[src/rtl/instruc_loader_pkg.sv]
// Shared constants and state encoding for the UART-to-instruction-memory loader.
package instruc_loader_pkg;

  localparam int LD_BITS_SIZE  = 32;
  localparam int LD_SIZE_TOTAL = 256;
  localparam int LD_BYTE_SIZE  = 8;

  localparam logic [31:0] HALT_WORD = 32'hFFFF_FFFF;

  typedef enum logic [1:0] {
    ST_IDLE  = 2'd0,
    ST_RECV  = 2'd1,
    ST_WRITE = 2'd2,
    ST_DONE  = 2'd3
  } loader_state_e;

endpackage

[src/rtl/instruc_loader_if.sv]
// Debug-unit side (start, RX bytes) and IF-memory side (write port, status) of the loader.
interface instruc_loader_if #(
  parameter int BITS_SIZE  = instruc_loader_pkg::LD_BITS_SIZE,
  parameter int SIZE_TOTAL = instruc_loader_pkg::LD_SIZE_TOTAL,
  parameter int BYTE_SIZE  = instruc_loader_pkg::LD_BYTE_SIZE
);
  localparam int CNT_W = $clog2(SIZE_TOTAL / 4) + 1;

  logic                 i_start;
  logic                 i_rx_valid;
  logic [BYTE_SIZE-1:0] i_rx_data;
  logic [BITS_SIZE-1:0] o_instruction_address;
  logic [BITS_SIZE-1:0] o_instruction;
  logic                 o_flag_write_intruc;
  logic                 o_busy;
  logic                 o_done;
  logic                 o_overflow_err;
  logic [CNT_W-1:0]     o_instr_count;

  modport master (
    output i_start, i_rx_valid, i_rx_data,
    input  o_instruction_address, o_instruction, o_flag_write_intruc,
           o_busy, o_done, o_overflow_err, o_instr_count
  );

  modport slave (
    input  i_start, i_rx_valid, i_rx_data,
    output o_instruction_address, o_instruction, o_flag_write_intruc,
           o_busy, o_done, o_overflow_err, o_instr_count
  );
endinterface

[src/rtl/instruc_loader_word_assembler.sv]
// Packs a big-endian byte stream into words; the completing byte is presented
// combinationally so the caller can latch the word on the same edge.
module instruc_loader_word_assembler #(
  parameter int BITS_SIZE = 32,
  parameter int BYTE_SIZE = 8
) (
  input  logic                 i_clk,
  input  logic                 i_reset,
  input  logic                 i_clear,
  input  logic                 i_valid,
  input  logic [BYTE_SIZE-1:0] i_byte,
  output logic                 o_word_valid,
  output logic [BITS_SIZE-1:0] o_word
);
  localparam int NBYTES = BITS_SIZE / BYTE_SIZE;
  localparam int IDX_W  = $clog2(NBYTES);
  localparam int SH_W   = BITS_SIZE - BYTE_SIZE;

  logic [SH_W-1:0]  r_shift;
  logic [IDX_W-1:0] r_idx;
  logic             w_last;

  assign w_last       = (r_idx == IDX_W'(NBYTES - 1));
  assign o_word_valid = i_valid && w_last;
  assign o_word       = {r_shift, i_byte};

  always_ff @(posedge i_clk or negedge i_reset) begin
    if (!i_reset) begin
      r_shift <= '0;
      r_idx   <= '0;
    end else if (i_clear) begin
      r_shift <= '0;
      r_idx   <= '0;
    end else if (i_valid) begin
      // Stale upper byte after a completed word is pushed out by the next three bytes.
      r_shift <= {r_shift[SH_W-BYTE_SIZE-1:0], i_byte};
      r_idx   <= w_last ? '0 : r_idx + IDX_W'(1);
    end
  end
endmodule

[src/rtl/instruc_loader.sv]
// Loads instructions from the debug UART into IF instruction memory, starting at word 0,
// until the HALT word is written or memory is full.
module instruc_loader
  import instruc_loader_pkg::*;
#(
  parameter int BITS_SIZE  = LD_BITS_SIZE,
  parameter int SIZE_TOTAL = LD_SIZE_TOTAL,
  parameter int BYTE_SIZE  = LD_BYTE_SIZE
) (
  input  logic             i_clk,
  input  logic             i_reset,
  instruc_loader_if.slave  bus
);
  localparam int CNT_W = $clog2(SIZE_TOTAL / 4) + 1;

  loader_state_e        r_state, w_next;
  logic [BITS_SIZE-1:0] r_addr;
  logic [BITS_SIZE-1:0] r_iaddr;
  logic [BITS_SIZE-1:0] r_instr;
  logic [CNT_W-1:0]     r_count;
  logic                 r_flag, r_busy, r_done, r_ovf;

  logic                 w_start, w_accept, w_word_valid;
  logic [BITS_SIZE-1:0] w_word, w_next_addr;
  logic                 w_halt, w_full;

  assign w_start     = bus.i_start && (r_state == ST_IDLE || r_state == ST_DONE);
  // WRITE keeps accepting so a byte arriving during the write cycle starts the next word.
  assign w_accept    = (r_state == ST_RECV) || (r_state == ST_WRITE);
  assign w_next_addr = r_addr + BITS_SIZE'(4);
  assign w_halt      = (r_instr == BITS_SIZE'(HALT_WORD));
  assign w_full      = (w_next_addr == BITS_SIZE'(SIZE_TOTAL));

  instruc_loader_word_assembler #(
    .BITS_SIZE (BITS_SIZE),
    .BYTE_SIZE (BYTE_SIZE)
  ) u_asm (
    .i_clk        (i_clk),
    .i_reset      (i_reset),
    .i_clear      (w_start),
    .i_valid      (bus.i_rx_valid && w_accept),
    .i_byte       (bus.i_rx_data),
    .o_word_valid (w_word_valid),
    .o_word       (w_word)
  );

  always_ff @(posedge i_clk or negedge i_reset) begin
    if (!i_reset) r_state <= ST_IDLE;
    else          r_state <= w_next;
  end

  always_comb begin
    w_next = r_state;
    case (r_state)
      ST_IDLE, ST_DONE: if (w_start) w_next = ST_RECV;
      ST_RECV:          if (w_word_valid) w_next = ST_WRITE;
      ST_WRITE:         w_next = (w_halt || w_full) ? ST_DONE : ST_RECV;
      default:          w_next = ST_IDLE;
    endcase
  end

  always_ff @(posedge i_clk or negedge i_reset) begin
    if (!i_reset) begin
      r_addr  <= '0;
      r_iaddr <= '0;
      r_instr <= '0;
      r_count <= '0;
      r_flag  <= 1'b0;
      r_busy  <= 1'b0;
      r_done  <= 1'b0;
      r_ovf   <= 1'b0;
    end else begin
      r_flag <= 1'b0;
      r_busy <= (w_next == ST_RECV) || (w_next == ST_WRITE);
      if (w_start) begin
        r_addr  <= '0;
        r_count <= '0;
        r_done  <= 1'b0;
        r_ovf   <= 1'b0;
      end
      if (r_state == ST_RECV && w_word_valid) begin
        r_instr <= w_word;
        r_iaddr <= r_addr;
        r_flag  <= 1'b1;
      end
      if (r_state == ST_WRITE) begin
        r_addr  <= w_next_addr;
        r_count <= r_count + CNT_W'(1);
        if (w_halt || w_full) r_done <= 1'b1;
        if (!w_halt && w_full) r_ovf <= 1'b1;
      end
    end
  end

  assign bus.o_instruction_address = r_iaddr;
  assign bus.o_instruction         = r_instr;
  assign bus.o_flag_write_intruc   = r_flag;
  assign bus.o_busy                = r_busy;
  assign bus.o_done                = r_done;
  assign bus.o_overflow_err        = r_ovf;
  assign bus.o_instr_count         = r_count;
endmodule
[src/flat_wrapper.sv]
// flat-port wrapper written by rule: the top's interface ports become plain ports
module instruc_loader_flat import instruc_loader_pkg::*;
#(
  parameter int BITS_SIZE  = LD_BITS_SIZE,
  parameter int SIZE_TOTAL = LD_SIZE_TOTAL,
  parameter int BYTE_SIZE  = LD_BYTE_SIZE
)
  (i_clk, i_reset, bus_i_start, bus_i_rx_valid, bus_i_rx_data, bus_o_instruction_address, bus_o_instruction, bus_o_flag_write_intruc, bus_o_busy, bus_o_done, bus_o_overflow_err, bus_o_instr_count);
  instruc_loader_if #(.BITS_SIZE(BITS_SIZE), .SIZE_TOTAL(SIZE_TOTAL), .BYTE_SIZE(BYTE_SIZE)) bus_i ();
  input  logic i_clk;
  input  logic i_reset;
  input wire logic [$bits(bus_i.i_start)-1:0] bus_i_start;
  input wire logic [$bits(bus_i.i_rx_valid)-1:0] bus_i_rx_valid;
  input wire logic [$bits(bus_i.i_rx_data)-1:0] bus_i_rx_data;
  output wire logic [$bits(bus_i.o_instruction_address)-1:0] bus_o_instruction_address;
  output wire logic [$bits(bus_i.o_instruction)-1:0] bus_o_instruction;
  output wire logic [$bits(bus_i.o_flag_write_intruc)-1:0] bus_o_flag_write_intruc;
  output wire logic [$bits(bus_i.o_busy)-1:0] bus_o_busy;
  output wire logic [$bits(bus_i.o_done)-1:0] bus_o_done;
  output wire logic [$bits(bus_i.o_overflow_err)-1:0] bus_o_overflow_err;
  output wire logic [$bits(bus_i.o_instr_count)-1:0] bus_o_instr_count;
  assign bus_i.i_start = bus_i_start;
  assign bus_i.i_rx_valid = bus_i_rx_valid;
  assign bus_i.i_rx_data = bus_i_rx_data;
  assign bus_o_instruction_address = bus_i.o_instruction_address;
  assign bus_o_instruction = bus_i.o_instruction;
  assign bus_o_flag_write_intruc = bus_i.o_flag_write_intruc;
  assign bus_o_busy = bus_i.o_busy;
  assign bus_o_done = bus_i.o_done;
  assign bus_o_overflow_err = bus_i.o_overflow_err;
  assign bus_o_instr_count = bus_i.o_instr_count;
  instruc_loader #(.BITS_SIZE(BITS_SIZE), .SIZE_TOTAL(SIZE_TOTAL), .BYTE_SIZE(BYTE_SIZE)) u_core (.i_clk(i_clk), .i_reset(i_reset), .bus(bus_i));
endmodule
[config.mk]
export PLATFORM = sky130hd
export DESIGN_NAME = instruc_loader_flat
export DESIGN_NICKNAME = d
export VERILOG_FILES = /design/src/rtl/instruc_loader_pkg.sv /design/src/rtl/instruc_loader_if.sv /design/src/rtl/instruc_loader_word_assembler.sv /design/src/rtl/instruc_loader.sv /design/src/flat_wrapper.sv
export SDC_FILE = /design/constraint.sdc
export NUM_CORES = 1
export LEC_CHECK = 0
export CORE_MARGIN = 5
export CORE_UTILIZATION = 49
export DETAILED_ROUTE_END_ITERATION = 16
export PLACE_DENSITY_LB_ADDON = 0.05
export SLEW_MARGIN = 30
export SYNTH_ARGS = -nofsm -noshare
export SYNTH_HDL_FRONTEND = slang
export SYNTH_SLANG_ARGS = --single-unit
[constraint.sdc]
create_clock -name i_clk -period 2.44 [get_ports i_clk]
set_input_delay 0.488 -clock i_clk [delete_from_list [all_inputs] [get_ports i_clk]]
set_output_delay 0.488 -clock i_clk [all_outputs]
set_load 0.02 [all_outputs]
# Word-level counts from Yosys, hierarchy flattened
# Index checks and enable logic that the tools add are counted.
# word_totals
ff_bits	135
input_bits	12
output_inout_bits	75
# classes
n_addsub	3
eq_ne	8
muxes	20
n_reduce_logical	14
# op_table
op	count
32-bit two-way mux	2
24-bit two-way mux	2
32-bit by 3-bit adder with 32-bit output (second input constant)	1
32-bit equality test (second input constant)	1
32-bit by 9-bit equality test with 1-bit output (second input constant)	1
7-bit two-way mux	2
2-bit two-way mux	6
2-bit equality test (second input constant)	4
7-bit by 1-bit adder with 7-bit output (second input constant)	1
1-bit two-way mux	7
2-bit one-hot mux with 3 select lines	1
1-bit logical AND	5
2-bit by 1-bit equality test with 1-bit output (second input constant)	2
1-bit logical OR	4
2-bit nonzero test	2
2-bit by 1-bit adder with 2-bit output (second input constant)	1
2-bit logical NOT	1
2-bit OR reduction	1
1-bit logical NOT	1

# Depth between registers and ports, before layout
# Gate-level depths: netlist of run 1.
# depth
word_depth	8
ltp_mapped	10
mapped_depth_nobuf	9

# Cells and area by module
# From an unflattened synthesis of run 1, not the netlist that was laid out.
# unflattened
hier_cells	597
hier_area_um2	6413.7
# by_module_without_submodules
module	instances	cells_each	area_per_inst_um2	seq_area_each_um2
instruc_loader	1	503	5260.0	2627.5
instruc_loader_word_assembler	1	94	1153.6	650.6

# Worst setup path before layout of run 1
# Ideal clock, no wire load.
# synth_timing
path_type	register -> register
start	register u_core.r_state[0]
end	register u_core.r_instr[0], in the netlist u_core.bus.o_instruction[0]
setup_ns	0.125
t_arrival_ns	2.349
required_ns	2.315
slack_ns	-0.034
stages_incl_launch_ff	10
n_path_buf	4
synth_period_minus_slack_ns	2.474
cell_sequence	dfrtp_1 inv_1 ha_1 clkbuf_1 nor2b_1 clkbuf_1 nand3_1 clkbuf_1 clkbuf_1 mux2_2
# synth_between
elab_chain_len	5
elab_cells_between_ends	6
classes_between	2 x eq/ne; 4 x reduce/logical
# synth_lines
element	line	text
start: declaration	instruc_loader.sv:16	loader_state_e r_state, w_next;
start signal: assignment	instruc_loader.sv:49	else r_state <= w_next;
2-bit by 1-bit equality test with 1-bit output / 2-bit equality test (equally long branches)	instruc_loader.sv:29, instruc_loader.sv:81	
1-bit logical OR	instruc_loader.sv:29	assign w_accept = (r_state == ST_RECV) || (r_state == ST_WRITE);
1-bit logical AND	instruc_loader.sv:41	.i_valid (bus.i_rx_valid && w_accept),
1-bit logical AND	instruc_loader_word_assembler.sv:24	assign o_word_valid = i_valid && w_last;
1-bit logical AND (*)	instruc_loader.sv:81	if (r_state == ST_RECV && w_word_valid) begin
end signal: assignment	instruc_loader.sv:82	r_instr <= w_word;
end: declaration	instruc_loader.sv:19	logic [BITS_SIZE-1:0] r_instr;
# Every way passes the cells marked *; elsewhere a longest branch is shown, timed or not.
# A chain may end at the register's enable or synchronous reset.

# Worst setup path in the final report of run 1
# layout_timing
start	register u_core.r_addr[8]
end	register u_core.r_busy, in the netlist u_core.bus.o_busy
# layout_between
elab_chain_len	7
elab_cells_between_ends	8
classes_between	1 x add/sub; 3 x eq/ne; 2 x mux; 2 x reduce/logical
# layout_lines
element	line	text
start: declaration	instruc_loader.sv:17	logic [BITS_SIZE-1:0] r_addr;
start signal: assignment	instruc_loader.sv:87	r_addr <= w_next_addr;
32-bit by 3-bit adder with 32-bit output (*)	instruc_loader.sv:30	assign w_next_addr = r_addr + BITS_SIZE'(4);
32-bit by 9-bit equality test with 1-bit output (*)	instruc_loader.sv:32	assign w_full = (w_next_addr == BITS_SIZE'(SIZE_TOTAL));
1-bit logical OR (*)	instruc_loader.sv:57	ST_WRITE: w_next = (w_halt || w_full) ? ST_DONE : ST_RECV;
2-bit two-way mux (*)	instruc_loader.sv:57	
2-bit one-hot mux with 3 select lines (*)	instruc_loader.sv:54	case (r_state)
2-bit by 1-bit equality test with 1-bit output / 2-bit equality test (equally long branches)	instruc_loader.sv:74	r_busy <= (w_next == ST_RECV) || (w_next == ST_WRITE);
1-bit logical OR (*)	instruc_loader.sv:74	
end signal: assignment	instruc_loader.sv:74	
end: declaration	instruc_loader.sv:21	logic r_flag, r_busy, r_done, r_ovf;
# Marks and branches as above.

==> results.json, run 1 <==
{
  "crit_chain": "and4_4, nand2_4, or4_4, a221oi_2, and4b_4, and4_2, nor3_2",
  "final_common_cell": "dfrtp_1",
  "dp_hpwl_um": 10800,
  "grt_setup_unrepaired": "false",
  "grt_max_degree": 47,
  "cts_htree_levels": 4,
  "layout-drive-gt1-share_pct": 26.1,
  "hold_viol_final": 0,
  "dieArea_mm2": 0.0150,
  "reg2reg_depth": 7,
  "grt_pass1_wl_um": 25700,
  "path_clk_slew_ns": 0.06,
  "die_w_um": 122,
  "async_reset_ff_share_pct": 100,
  "max_stage_delay_ns": 0.54,
  "final_nets": 686,
  "drc": 0,
  "syn2layout_area_growth_pct": 31.6,
  "syn_inst": 557,
  "clock_latency_ns": 0.42,
  "relSlewSlack_pct": 52.5,
  "post_drt_wl_per_cell_um": 17.9,
  "setup_viol": 0,
  "drt_iter0_drc": 361,
  "via_per_inst": 5.78,
  "placed_cell_area_mm2": 0.00748,
  "maxCapViolCount": 0,
  "postCtsSetupBuffers": 0,
  "ant_nets": 0,
  "dp_slack_ns": 0.0283,
  "ys.warnings.count": 0,
  "min_period_ns": 2.33,
  "hp-class": "primary input to async pin",
  "whs_ns": 0.0738,
  "ys_ff_latch": 131,
  "numCtsBuffers": 17,
  "end_kind": "flip-flop",
  "core_mm2": 0.0125,
  "final_cell_area_mm2": 0.00813,
  "stdcell_count": 854,
  "cp.required_ns": 2.74,
  "worst_pin_slew_ns": 0.711,
  "final_cell_mix": "127 x dfrtp_1, 83 x clkdlybuf4s50_1, 58 x mux2_2",
  "synth-edff-count": 0,
  "grt_pass1_vias": 4902,
  "start_kind": "flip-flop",
  "rows": 41,
  "antenna_found_initial": 0,
  "cts-root-buf": "clkbuf_16",
  "fmax_mhz": 429,
  "rr_startpoint": "u_core.r_addr[8]",
  "dr_total_vias": 4934,
  "p_total_mw": 8.09,
  "leakage_nw": 3.63,
  "finalCritPeriodShare_pct": 95.6,
  "dp_cells": 822,
  "r2r_slack_ns": 0.11,
  "netlist_area_mm2": 0.00618,
  "crit_arrival_ns": 2.63,
  "gp_congestion": 0.920,
  "clock_skew_ns": 0.0140,
  "cts_tree": "done",
  "antennaDiodeCount": 0,
  "critical_path.max_fanout": 8,
  "cts_sinks": 131,
  "first_pass_iters": 6,
  "max-clock-path-buffers": 2,
  "avgSynthCellArea_um2": 11.1,
  "io_pins": 87,
  "crit_path_start": "u_core.r_addr[8]",
  "cpMaxStageDelayCell": "or4_4",
  "maxSlewViolCount": 0,
  "start_util_pct": 49.6,
  "vdd_drop_max_v": 0.000802,
  "powerDensity_mw_per_mm2": 995,
  "fin_ws_ns": 0.108,
  "seq_area_frac_synth_pct": 53.1,
  "die_y_um": 122,
  "grt.overflow.total": 0,
  "synthFlopType": "dfrtp_1",
  "nFillCells": 999,
  "grt.total_usage_pct": 22.0,
  "drt_wl_total_um": 15300,
  "port_buffers": 84,
  "path_class": "flip-flop to flip-flop",
  "status": "finished, final reports clean",
  "yosysUniqueCellTypes": 60
}
==> sequential cells by signal (all words and copies together) (netlist names) <==
name / count
u_core.bus.o_done: 1
u_core.bus.o_instruction_address: 30
u_core.bus.o_instruction: 32
u_core.u_asm.r_idx: 2
u_core.bus.o_busy: 1
u_core.u_asm.r_shift: 24
u_core.bus.o_flag_write_intruc: 1
u_core.bus.o_instr_count: 7
u_core.r_addr: 30
u_core.bus.o_overflow_err: 1
u_core.r_state: 2
==> critical path, delay by kind of cell, from the launching register on <==
family / cells / cell delay [ns]
flops: 1 / 0.48
compound gates: 1 / 0.24
simple gates: 6 / 1.49
==> cell type report <==
cell class | count | area [um2] | share of cell area, %
tap | 172 | 215 | 2.65
sequential | 131 | 3280 | 40.4
clock inverter | 11 | 130 | 1.60
timing repair buffer | 135 | 1260 | 15.5
inverter | 8 | 30.0 | 0.369
multi-input combinational | 376 | 2760 | 34.0
clock buffer | 21 | 450 | 5.54
==> metrics by stage <==
step | utilization (%) | setup TNS [ns]
finish | 65.2 | 0
floorplan | - | -0.680
global route | 65.2 | 0
CTS | 64.7 | 0
global placement | 60.0 | 0
detailed placement | 60.0 | 0
==> repair_timing <==
action	CTS	global route
endpoints found under the setup margin	0	4
hold buffers	0	0
resized for setup	0	19
==> where the power goes <==
group / internal [mW] / switching, mW
combinational: 1.16 / 1.31
sequential: 2.70 / 0.454
clock: 1.53 / 0.934
total: 5.39 / 2.70
==> path summary, 6_finish.rpt <==
path | end
worst min-delay path | u_core.bus.o_instr_count[5]
max in group asynchronous | u_core.r_addr[30]
worst max register to register | u_core.bus.o_busy
min in group i_clk | u_core.bus.o_instruction_address[21]
worst max-delay path | u_core.bus.o_busy
worst min register to register | u_core.bus.o_instruction_address[21]
==> per-layer routing <==
metal	part of all wire, %	global-route usage (%)	up-vias
li1	-	-	2297
met1	43	28.9	2473
met2	50	35.0	142
met3	5.3	5.67	22
met4	2.1	8.96	0
met5	0	0	-
==> cell families after synthesis <==
kind of cell,Yosys count,share of synthesized area [%]
AND/OR/NAND/NOR,157,14.2
AO/OA/AOI/OAI,137,14.9
flip-flops,131,53.1
multiplexers,61,11.1
buffers and inverters,51,3.71
XOR/XNOR,14,1.98
adder cells (fa/ha/maj),5,1.01
other,1,0.0607
==> cells in the mapped netlist, types with 4 or more instances <==
cell / number / area [um2]
nand2_1: 46 / 173
ha_1: 5 / 62.6
nand4_1: 19 / 119
buf_4: 4 / 30.0
buf_1: 4 / 15.0
a31oi_1: 7 / 43.8
a21oi_1: 25 / 125
inv_1: 8 / 30.0
and4_1: 4 / 35.0
mux2_2: 58 / 653
a22o_1: 26 / 228
o41ai_1: 5 / 43.8
nor4_2: 4 / 50.1
o31ai_1: 6 / 45.0
nor2_1: 23 / 86.3
nor3_1: 8 / 40.0
nand3_1: 22 / 110
dfrtp_1: 131 / 3280
buf_2: 11 / 55.1
xnor2_1: 10 / 87.6
nor4_1: 4 / 25.0
xor2_1: 4 / 35.0
clkbuf_1: 22 / 82.6
o21ai_0: 46 / 230
No activity file was read; power rests on OpenSTA's default activity.
==> inputs of run 2 (changes only) <==
Settings changed: CAP_MARGIN set to 15, CORE_ASPECT_RATIO set to 1.75, RECOVER_POWER set to 50.
==> results.json, run 2 (same netlist as run 1, synthesis figures left out) <==
{
  "crit_arrival_ns": 2.66,
  "drc": 0,
  "hold_viol_final": 0,
  "r2r_slack_ns": 0.06,
  "grt.total_usage_pct": 22.9,
  "cts-root-buf": "clkbuf_16",
  "dp_hpwl_um": 11300,
  "hp-class": "flip-flop to flip-flop",
  "critical_path.max_fanout": 5,
  "io_pins": 87,
  "path_clk_slew_ns": 0.06,
  "cts_htree_levels": 4,
  "r2r_end": "u_core.bus.o_busy",
  "leakage_nw": 3.63,
  "max-clock-path-buffers": 2,
  "grt_max_degree": 63,
  "setup_tns_ns": 0,
  "grt_pass1_vias": 5229,
  "cts_sinks": 131,
  "hold_path_end": "u_core.bus.o_instr_count[6]",
  "via_per_inst": 5.89,
  "fmax_mhz": 421,
  "start_kind": "flip-flop",
  "dp_slack_ns": 0.00488,
  "drt_wl_total_um": 16200,
  "finalCritPeriodShare_pct": 97.4,
  "maxSlewViolCount": 0,
  "final_cell_mix": "126 x dfrtp_1, 83 x clkdlybuf4s50_1, 58 x mux2_2",
  "status": "finished, final reports clean",
  "maxCapViolCount": 0,
  "cp.required_ns": 2.72,
  "die_w_um": 94.9,
  "layout-drive-gt1-share_pct": 25.1,
  "grt_pass1_wl_um": 26500,
  "reg2reg_depth": 8,
  "final_common_cell": "dfrtp_1",
  "cts_tree": "done",
  "syn2layout_area_growth_pct": 30.9,
  "clock_skew_ns": 0.0122,
  "clock_latency_ns": 0.41,
  "setup_viol": 0,
  "first_pass_iters": 5,
  "end_kind": "flip-flop",
  "drt_iter0_drc": 310,
  "vdd_drop_max_v": 0.000815,
  "antenna_found_initial": 0,
  "start_util_pct": 49.7,
  "min_period_ns": 2.38,
  "final_nets": 685,
  "numCtsBuffers": 17,
  "fin_ws_ns": 0.0636,
  "core_mm2": 0.0124,
  "antennaDiodeCount": 0,
  "p_total_mw": 8.08,
  "ant_nets": 0,
  "dieArea_mm2": 0.0150,
  "die_y_um": 159,
  "powerDensity_mw_per_mm2": 999,
  "rr_startpoint": "u_core.r_addr[2]",
  "relSlewSlack_pct": 23.0,
  "grt.overflow.total": 0,
  "gp_congestion": 0.906,
  "hold_depth": 1,
  "path_class": "flip-flop to flip-flop",
  "rows": 54,
  "largest_reg_flops": 32,
  "post_drt_wl_per_cell_um": 19.0,
  "port_buffers": 84,
  "worst_pin_slew_ns": 1.15,
  "dr_total_vias": 4997,
  "hold_start": "u_core.bus.o_instr_count[6]"
}
## run 2: per-layer routing
| metal | vias to the layer above | GRT usage [%] | part of all wire (%) |
|---|---|---|---|
| met4 | 0 | 12.1 | 3.8 |
| met3 | 48 | 4.92 | 4.6 |
| met2 | 187 | 39.8 | 54 |
| li1 | 2286 | - | - |
| met1 | 2476 | 26.0 | 38 |
| met5 | - | 0 | 0 |
## run 2: area by class of cell
cell class | instances | area [um2]
Inverter | 8 | 30.0
Multi-Input combinational cell | 376 | 2730
Tap cell | 168 | 210
Sequential cell | 131 | 3280
Clock buffer | 18 | 429
Clock inverter | 14 | 153
Timing Repair Buffer | 134 | 1250
Fill cell | 1030 | 4340
## run 2: worst max path at each step
| stage | start | end | slack [ns] | cells after the start |
|---|---|---|---|---|
| 4_1_cts | u_core.r_addr[2] | u_core.bus.o_busy | 0.01 | 9 |
| 3_3_place_gp | u_core.r_addr[2] | u_core.bus.o_busy | 0.07 | 8 |
| 3_5_place_dp | u_core.r_addr[2] | u_core.bus.o_busy | 0.005 | 8 |
| 6_report | u_core.r_addr[2] | u_core.bus.o_busy | 0.06 | 8 |
| 5_1_grt | u_core.r_addr[2] | u_core.bus.o_busy | -0.02 | 9 |
| 2_1_floorplan | u_core.r_state[0] | u_core.bus.o_instruction[0] | -0.03 | 9 |
## run 2: report_power, final
part	total, mW	switching [mW]	internal (mW)
combinational	2.43	1.30	1.13
sequential	3.15	0.452	2.70
clock	2.50	0.982	1.52
## run 2: what timing repair did
item | CTS | global route
resized for setup | 0 | 15
endpoints found under the setup margin | 0 | 4
hold endpoints to repair | 16 | 0
hold buffers | 1 | 0
setup buffers | 0 | 1
## run 2: metrics by stage
stage | instances | area [um2] | hold WS [ns] | util [%]
2_1_floorplan | 558 | 6180 | 0.192 | -
3_3_place_gp | 815 | 7450 | 0.382 | 60.0
3_5_place_dp | 815 | 7450 | 0.387 | 60.0
4_1_cts | 848 | 8050 | 0.491 | 64.7
5_1_grt | 849 | 8090 | 0.514 | 65.1
6_report | 849 | 8090 | 0.483 | 65.1
## run 2: critical path, stage by stage, from the launching register on
cell and delay (ns):
dfrtp_1 0.36, ha_2 0.23, and3_4 0.22, nand2_4 0.07
or4_4 0.54, a221oi_2 0.28, and4b_4 0.29, and4_2 0.22
nor3_2 0.04
